==> config.mk <==
export PLATFORM = sky130hd
export DESIGN_NAME = convert_floatingpoint_to_integer_seq
export DESIGN_NICKNAME = d
export VERILOG_FILES = /design/src/rtl/convert_floatingpoint_to_integer_seq_pkg.sv /design/src/rtl/convert_floatingpoint_to_integer_seq_fp_classify.sv /design/src/rtl/convert_floatingpoint_to_integer_seq.sv
export SDC_FILE = /design/constraint.sdc
export NUM_CORES = 1
export LEC_CHECK = 0
export ABC_AREA = 1
export CAP_MARGIN = 20
export CORE_UTILIZATION = 29
export DETAILED_ROUTE_END_ITERATION = 8
export DONT_BUFFER_PORTS = 1
export REMOVE_ABC_BUFFERS = 1
export SLEW_MARGIN = 10
export SYNTH_ARGS = -nofsm -noshare
export SYNTH_HDL_FRONTEND = slang
export SYNTH_SLANG_ARGS = --single-unit
==> constraint.sdc <==
create_clock -name clk -period 3.77 [get_ports clk]
set_clock_uncertainty 0.15 [all_clocks]
set_input_delay 0.9425 -clock clk [delete_from_list [all_inputs] [get_ports clk]]
set_output_delay 0.9425 -clock clk [all_outputs]
set_load 0.01 [all_outputs]
==> src/rtl/convert_floatingpoint_to_integer_seq_pkg.sv <==
// Shared types and constants for the serial float-to-unsigned-integer converter.
// Holds the FSM state encoding, operand classes and the preset-result bundle.
package convert_floatingpoint_to_integer_seq_pkg;

  localparam int BIAS        = 127;
  localparam int INT_W       = 9;
  localparam int MANT_W      = 24;
  localparam int EXP_MAX_INT = 135;
  localparam int CNT_W       = 5;

  // Right-shift distance that turns the 24-bit significand into an integer is ALIGN_BASE - e.
  localparam int ALIGN_BASE  = BIAS + MANT_W - 1;

  localparam logic [INT_W-1:0] INT_SAT = '1;

  typedef enum logic [1:0] {
    IDLE  = 2'd0,
    ALIGN = 2'd1,
    DONE  = 2'd2
  } state_t;

  typedef enum logic [2:0] {
    CLS_NORMAL   = 3'd0,
    CLS_ZERO     = 3'd1,
    CLS_SMALL    = 3'd2,
    CLS_OVERFLOW = 3'd3,
    CLS_NAN      = 3'd4,
    CLS_NEGATIVE = 3'd5
  } fp_class_t;

  typedef struct packed {
    logic [INT_W-1:0] int_val;
    logic             overflow;
    logic             invalid;
    logic             inexact;
  } result_t;

endpackage

==> src/rtl/convert_floatingpoint_to_integer_seq_fp_classify.sv <==
// Combinational operand classifier: sorts an IEEE-754 single into the converter's
// cases and supplies either the alignment shift count or the final preset result.
module fp_classify
  import convert_floatingpoint_to_integer_seq_pkg::*;
(
  input  logic [31:0]      fp,
  output fp_class_t        cls,
  output logic [CNT_W-1:0] shift,
  output result_t          preset
);

  localparam logic [7:0] EXP_BIAS    = 8'(BIAS);
  localparam logic [7:0] EXP_INT_MAX = 8'(EXP_MAX_INT);
  localparam logic [7:0] EXP_BASE    = 8'(ALIGN_BASE);

  logic       sign;
  logic [7:0] exp_f;
  logic       frac_nz;
  logic [7:0] shift_full;

  assign sign       = fp[31];
  assign exp_f      = fp[30:23];
  assign frac_nz    = |fp[22:0];
  assign shift_full = EXP_BASE - exp_f;

  always_comb begin
    cls    = CLS_NORMAL;
    shift  = '0;
    preset = '0;
    // NaN wins over the sign test so a negative NaN still saturates.
    if (exp_f == 8'hFF && frac_nz) begin
      cls             = CLS_NAN;
      preset.int_val  = INT_SAT;
      preset.overflow = 1'b1;
      preset.invalid  = 1'b1;
    end else if (sign) begin
      if (exp_f != 8'd0 || frac_nz) begin
        cls            = CLS_NEGATIVE;
        preset.invalid = 1'b1;
      end else begin
        cls = CLS_ZERO;
      end
    end else if (exp_f == 8'd0) begin
      cls            = CLS_ZERO;
      preset.inexact = frac_nz;
    end else if (exp_f < EXP_BIAS) begin
      cls            = CLS_SMALL;
      preset.inexact = 1'b1;
    end else if (exp_f > EXP_INT_MAX) begin
      cls             = CLS_OVERFLOW;
      preset.int_val  = INT_SAT;
      preset.overflow = 1'b1;
    end else begin
      cls   = CLS_NORMAL;
      shift = shift_full[CNT_W-1:0];
    end
  end

endmodule

==> src/rtl/convert_floatingpoint_to_integer_seq.sv <==
// Serial float-to-9-bit-unsigned converter: normal operands are aligned one bit per
// cycle in ALIGN; special operands take a single ALIGN cycle with a preset result.
module convert_floatingpoint_to_integer_seq
  import convert_floatingpoint_to_integer_seq_pkg::*;
(
  input  logic             clk,
  input  logic             rst,
  input  logic [31:0]      FP,
  input  logic             valid_in,
  output logic             ready_out,
  output logic [INT_W-1:0] Int,
  output logic             valid_out,
  output logic             overflow,
  output logic             invalid,
  output logic             inexact,
  output state_t           dbg_state
);

  // Handshake: an operand is taken on a rising edge where valid_in && ready_out;
  // ready_out is high only in IDLE, and valid_out pulses for the one DONE cycle.

  state_t            state_q, state_d;
  logic [MANT_W-1:0] m_q, m_d;
  logic [CNT_W-1:0]  cnt_q, cnt_d;
  logic              sticky_q, sticky_d;
  logic              pend_ovf_q, pend_ovf_d;
  logic              pend_inv_q, pend_inv_d;
  result_t           res_q, res_d;

  fp_class_t         cls;
  logic [CNT_W-1:0]  shift;
  result_t           preset;

  fp_classify u_classify (
    .fp     (FP),
    .cls    (cls),
    .shift  (shift),
    .preset (preset)
  );

  always_ff @(posedge clk or posedge rst) begin
    if (rst) begin
      state_q    <= IDLE;
      m_q        <= '0;
      cnt_q      <= '0;
      sticky_q   <= 1'b0;
      pend_ovf_q <= 1'b0;
      pend_inv_q <= 1'b0;
      res_q      <= '0;
    end else begin
      state_q    <= state_d;
      m_q        <= m_d;
      cnt_q      <= cnt_d;
      sticky_q   <= sticky_d;
      pend_ovf_q <= pend_ovf_d;
      pend_inv_q <= pend_inv_d;
      res_q      <= res_d;
    end
  end

  always_comb begin
    state_d    = state_q;
    m_d        = m_q;
    cnt_d      = cnt_q;
    sticky_d   = sticky_q;
    pend_ovf_d = pend_ovf_q;
    pend_inv_d = pend_inv_q;
    res_d      = res_q;
    case (state_q)
      IDLE: begin
        if (valid_in) begin
          state_d = ALIGN;
          if (cls == CLS_NORMAL) begin
            m_d        = {1'b1, FP[22:0]};
            cnt_d      = shift;
            sticky_d   = 1'b0;
            pend_ovf_d = 1'b0;
            pend_inv_d = 1'b0;
          end else begin
            // Preset rides the normal ALIGN path: one shift drops the guard zero.
            m_d        = MANT_W'({preset.int_val, 1'b0});
            cnt_d      = CNT_W'(1);
            sticky_d   = preset.inexact;
            pend_ovf_d = preset.overflow;
            pend_inv_d = preset.invalid;
          end
        end
      end
      ALIGN: begin
        m_d      = m_q >> 1;
        sticky_d = sticky_q | m_q[0];
        cnt_d    = cnt_q - CNT_W'(1);
        if (cnt_q == CNT_W'(1)) begin
          state_d        = DONE;
          res_d.int_val  = m_q[INT_W:1];
          res_d.overflow = pend_ovf_q;
          res_d.invalid  = pend_inv_q;
          res_d.inexact  = sticky_q | m_q[0];
        end
      end
      DONE: begin
        state_d = IDLE;
      end
      default: begin
        state_d = IDLE;
      end
    endcase
  end

  assign ready_out = (state_q == IDLE);
  assign valid_out = (state_q == DONE);
  assign Int       = res_q.int_val;
  assign overflow  = res_q.overflow;
  assign invalid   = res_q.invalid;
  assign inexact   = res_q.inexact;
  assign dbg_state = state_q;

endmodule
# Word-level counts from Yosys, hierarchy flattened
# Index checks and enable logic that the tools add are counted.
[op_classes] eq_ne=6 n_addsub=2 n_reduce_logical=12 n_lt_le_gt_ge=2 muxes=36 bitwise_logic=1
[ops] operator="24-bit 2-to-1 mux" n=2
[ops] operator="24-bit case mux with 2 select lines" n=1
[ops] operator="10-bit 2-to-1 mux" n=4
[ops] operator="5-bit 2-to-1 mux" n=7
[ops] operator="23-bit OR reduction" n=1
[ops] operator="3-bit 2-to-1 mux" n=4
[ops] operator="11-bit 2-to-1 mux" n=1
[ops] operator="1-bit 2-to-1 mux" n=10
[ops] operator="5-bit case mux with 2 select lines" n=1
[ops] operator="8-bit equality test, second input constant" n=1
[ops] operator="8-bit > comparator, second input constant" n=1
[ops] operator="8-bit logical NOT" n=1
[ops] operator="8-bit by 7-bit < comparator with 1-bit output, second input constant" n=1
[ops] operator="2-bit 2-to-1 mux" n=4
[ops] operator="2-bit AND reduction" n=4
[ops] operator="8-bit nonzero test" n=1
[ops] operator="5-bit by 1-bit equality test with 1-bit output, second input constant" n=1
[ops] operator="5-bit by 1-bit subtractor with 5-bit output, second input constant" n=1
[ops] operator="5-bit subtractor, first input constant" n=1
[ops] operator="2-bit != test, second input constant" n=2
[ops] operator="2-bit case mux with 2 select lines" n=1
[ops] operator="3-bit logical NOT" n=1
[ops] operator="2-bit by 1-bit equality test with 1-bit output, second input constant" n=1
[ops] operator="2-bit equality test, second input constant" n=1
[ops] operator="6 further kinds" n=6
[word_totals] out_inout_bits=16 ff_bits=46

# Depth between registers and ports, before layout
[logic_depth] ltp_word=10 mapped_depth=9

# Hierarchy
# Synthesis repeated with hierarchy kept, for this count alone.
[unflattened] hier_cells=365 area_unflattened_um2=2682.6
[by_module_without_submodules] mod="convert_floatingpoint_to_integer_seq" instances=1 area_per_inst_um2=2233.4 cells_per_inst=281
[by_module_without_submodules] mod="fp_classify" instances=1 area_per_inst_um2=449.2 cells_per_inst=84

# Worst setup path after synthesis
# No wires, ideal clock.
[synth_timing] kind="input port to flip-flop" start="in FP[27]" end="reg cnt_q[0]" path_slack_ps=1784 arrival_time_ps=1720 path_stages=7 t_required_ps=3503 cell_sequence="nor2_1 > nand3_2 > a21oi_4 > buf_2 > nand4_1 > nand2_1 > nand2_1"
[synth_between] elab_chain_cells=10
[synth_rtl] item="start: declaration" line="convert_floatingpoint_to_integer_seq.sv:8" source="input logic [31:0] FP,"
[synth_rtl] item="8-bit > comparator" line="convert_floatingpoint_to_integer_seq_fp_classify.sv:49" source="end else if (exp_f > EXP_INT_MAX) begin"
[synth_rtl] item="2-bit 2-to-1 mux" line="convert_floatingpoint_to_integer_seq_fp_classify.sv:49"
[synth_rtl] item="2-bit 2-to-1 mux" line="convert_floatingpoint_to_integer_seq_fp_classify.sv:46" source="end else if (exp_f < EXP_BIAS) begin"
[synth_rtl] item="3-bit 2-to-1 mux" line="convert_floatingpoint_to_integer_seq_fp_classify.sv:43" source="end else if (exp_f == 8'd0) begin"
[synth_rtl] item="3-bit 2-to-1 mux" line="convert_floatingpoint_to_integer_seq_fp_classify.sv:36" source="end else if (sign) begin"
[synth_rtl] item="3-bit 2-to-1 mux" line="convert_floatingpoint_to_integer_seq_fp_classify.sv:31" source="if (exp_f == 8'hFF && frac_nz) begin"
[synth_rtl] item="3-bit logical NOT" line="convert_floatingpoint_to_integer_seq.sv:73" source="if (cls == CLS_NORMAL) begin"
[synth_rtl] item="5-bit 2-to-1 mux *" line="convert_floatingpoint_to_integer_seq.sv:73"
[synth_rtl] item="5-bit 2-to-1 mux *" line="convert_floatingpoint_to_integer_seq.sv:71" source="if (valid_in) begin"
[synth_rtl] item="5-bit case mux with 2 select lines *" line="convert_floatingpoint_to_integer_seq.sv:69" source="case (state_q)"
[synth_rtl] item="end signal: assignment" line="convert_floatingpoint_to_integer_seq.sv:53" source="cnt_q <= cnt_d;"
[synth_rtl] item="end: declaration" line="convert_floatingpoint_to_integer_seq.sv:24" source="logic [CNT_W-1:0] cnt_q, cnt_d;"
# Mark *: on every way between the ends. The rest lies on a longest branch, timed or not. The select of a mux whose other input is x is not followed.
# A chain may end at the register's enable or synchronous reset.

# Worst setup path after layout
[layout_timing] start="reg state_q[1], in the netlist dbg_state[1]" end="reg res_q (netlist bit invalid)"
[layout_between] elab_chain_cells=2
[layout_rtl] item="start: declaration" line="convert_floatingpoint_to_integer_seq.sv:22" source="state_t state_q, state_d;"
[layout_rtl] item="start signal: assignment" line="convert_floatingpoint_to_integer_seq.sv:51" source="state_q <= state_d;"
[layout_rtl] item="2-bit by 1-bit equality test with 1-bit output" line="convert_floatingpoint_to_integer_seq.sv:69"
[layout_rtl] item="2-bit AND reduction (no source line)"
[layout_rtl] item="end signal: assignment" line="convert_floatingpoint_to_integer_seq.sv:57" source="res_q <= res_d;"
[layout_rtl] item="end: declaration" line="convert_floatingpoint_to_integer_seq.sv:28" source="result_t res_q, res_d;"
# Every way passes these cells.

==> flow_metrics.py <==
metrics = {
    "power_and_ir_drop": {
        "p_seq_frac": 0.467,
        "p_comb_frac": 0.366,
        "p_sw_w": 0.000731,
        "power.density_nw_per_um2": 680,
        "ir_drop_mv": 0.226,
        "clockPowerShare": 0.167,
        "p_int_w": 0.00103,
        "sw_frac_of_total": 0.415,
        "power_leakage_nw": 1.29,
    },
    "routing": {
        "routed_wl_um": 5510,
        "wl_per_cell_um": 13.8,
        "dr_total_vias": 1949,
        "via_per_inst": 4.90,
        "antenna_left": 0,
        "drt-pass1-iter-count": 5,
        "first_iter_violations": 125,
        "drcViolationCount": 0,
    },
    "placed_design": {
        "port-buffer-count": 0,
        "finalWeightedCongestion": 0.842,
        "dpl.hpwl_um": 3910,
    },
    "floorplan": {
        "die_h_um": 93.5,
        "coreArea_um2": 7930,
        "die_area_um2": 8740,
        "start_util": 0.306,
        "pin_count": 51,
        "die_x_um": 93.5,
        "rows": 32,
    },
    "logic_synthesis": {
        "synth_top_family_by_area": "simple AND/OR/NAND/NOR gates",
        "synth_xor_xnor_area_share": 0.0108,
        "synthAdderAreaFrac": 0.0258,
        "ys_types": 28,
        "synth_mux_area_frac": 0,
        "ys_seq_area_frac": 0.474,
        "synthSimpleGateAreaFrac": 0.291,
        "synth_compound_area_frac": 0.121,
        "avgSynthCellArea_um2": 8.09,
        "ys_ff_latch": 46,
        "synth.cell_area_um2": 2430,
        "syn_inst": 300,
        "yosys_warnings": 0,
    },
    "clocking": {
        "post_cts_buffers": 0,
        "numCtsBuffers": 5,
        "clk_latency_ns": 0.30,
        "clock-sinks": 46,
        "clk_pin_slew_ns": 0.09,
        "cts_tree": "done",
        "htree_levels": 2,
        "cts.path.max_buffers": 2,
        "cts_hold_buf": 0,
        "cts_resized": 0,
        "clockRootBuffer": "clkbuf_8",
    },
    "timing": {
        "whs_ns": 0.307,
        "tightest_slew_ns": 0.835,
        "tns_ns": 0,
        "period_needed_ns": 2.51,
        "max_freq_ghz": 0.398,
        "fin_crit_sh": 0.667,
        "slew_viol_final": 0,
        "setup_viol": 0,
        "maxSlewHeadroom": 0.443,
        "hold_viol": 0,
        "grt_setup_unrepaired": "false",
    },
    "critical_path": {
        "crit_type": "flip-flop to flip-flop",
        "cp.arrival_ns": 2.60,
        "crit_path_end_kind": "flip-flop",
        "setup.worst_path.start_class": "flip-flop",
        "crit_fanout": 22,
        "required_ns": 3.86,
    },
    "grt": {
        "grt_overflow": 0,
        "grt_max_degree": 47,
        "track_usage": 0.134,
        "grt_first_pass_wirelength_um": 9090,
        "antenna_found_initial": 0,
        "first_global_vias": 1825,
    },
    "run": {
        "drv_cap": 0,
    },
    "layout": {
        "antenna_cells": 0,
        "syn_to_final_growth_pct": 6.70,
        "nets": 336,
        "drive_gt1_frac": 0.0743,
    },
    "run_status": {
        "status": "complete, no violations",
    },
    "worst_hold_path": {
        "hold_path.class": "primary input to asynchronous set/reset pin",
    },
}
==> final timing paths <==
kind                              start  cells past startpoint        to  slack [ns]
setup / recovery           dbg_state[1]                      8   invalid        1.26
hold / removal                      rst                      1   m_q[13]        0.31
setup reg to reg           dbg_state[1]                      8   invalid        1.26
hold reg to reg                sticky_q                      2  sticky_q        0.35
max in group asynchronous           rst                      2  cnt_q[1]        2.69
min in group clk               sticky_q                      2  sticky_q        0.35
==> critical path, cell delays in order, from the launching register on <==
cell,delay [ns]
dfrtp_1,0.43
inv_1,0.09
nand2_1,0.05
buf_4,0.20
inv_1,0.50
nand2_1,0.56
inv_1,0.31
nand2_1,0.09
nand2_1,0.06
==> kinds of logic (layout without fill, tap and decap cells) <==
family,after synthesis,count (layout)
AO/OA/AOI/OAI,48,48
XOR/XNOR,3,3
adder cells (fa/ha/maj),5,5
buffers and inverters,43,39
flip-flops,46,46
AND/OR/NAND/NOR,155,155
==> sequential cells by signal (all words and copies together), names as in the netlist, 2 cells and up <==
register / flops
Int: 9
cnt_q: 5
dbg_state: 2
m_q: 24
==> layout make-up <==
class	instances	area [um2]
Tap cell	102	128
Clock inverter	2	10.0
Timing Repair Buffer	2	27.5
Clock buffer	5	68.8
Inverter	30	115
Multi-Input combinational cell	211	1090
Sequential cell	46	1150
Fill cell	853	5340
==> placed cells by master (no fill, tap or decap) <==
master    count
nand3_2       2
inv_2         1
nand2_4       1
buf_12        1
nand4_1      14
a21oi_1       6
a21boi_1      1
o21ai_0      20
clkinv_2      2
or2_2         1
clkbuf_8      5
nor2_2        1
a21oi_4       1
a22oi_1      15
inv_4         1
nand3_1      15
nand2_1      89
dfrtp_1      46
xnor2_1       2
a21o_1        1
buf_4         1
nor2_1       25
nor2_8        2
nand2_2       2
nor3_1        2
xor2_1        1
ha_1          5
o21ai_1       4
or2_4         1
inv_1        28
==> power groups by stage <==
| stage | sequential (W) | combinational, W | clock [W] |
|---|---|---|---|
| after detailed placement | 0.000834 | 0.000643 | 0 |
| after global placement | 0.000834 | 0.000628 | 0 |
| final | 0.000822 | 0.000644 | 0.000294 |
| after floorplan | 0.000799 | 0.000508 | 0 |
| after CTS | 0.000826 | 0.000646 | 0.000301 |
| after global routing | 0.000851 | 0.000749 | 0.000324 |
==> synthesized netlist by cell type <==
master,instances,area (um2)
a21o_1,1,7.51
buf_6,2,22.5
a21boi_1,1,7.51
nand4_1,14,87.6
inv_1,29,109
nand2_4,1,11.3
a21oi_4,1,16.3
buf_2,6,30.0
a21oi_1,6,30.0
clkbuf_1,5,18.8
dfrtp_1,46,1150
o21ai_1,4,20.0
xnor2_1,2,17.5
nor2_8,2,40.0
inv_4,1,6.26
nand3_1,15,75.1
or2_4,1,8.76
nor2_2,1,6.26
ha_1,5,62.6
nand3_2,2,20.0
nand2_1,89,334
nor3_1,2,10.0
or2_2,1,6.26
a22oi_1,15,113
o21ai_0,20,100
nor2_1,25,93.8
xor2_1,1,8.76
nand2_2,2,12.5
==> through the flow <==
stage          cells  power [W]  utilization  worst slack (ns)  instance area, um2
6_report         398    0.00176        0.327              1.26                2590
4_1_cts          397    0.00177        0.324              1.24                2570
3_5_place_dp     390    0.00148        0.314              1.26                2490
2_1_floorplan    287    0.00131            -              1.59                2350
5_1_grt          398    0.00192        0.327             0.991                2590
3_3_place_gp     390    0.00146        0.314              1.34                2490
==> metal layers <==
layer / global-route usage / vias to the layer above / wire, um
li1: - / 966 / -
met1: 0.181 / 907 / 2450
met2: 0.208 / 74 / 2500
met3: 0.0447 / 2 / 537
met4: 0.0295 / 0 / 19
met5: 0 / - / 0
Power figures use the tool's default switching activity.
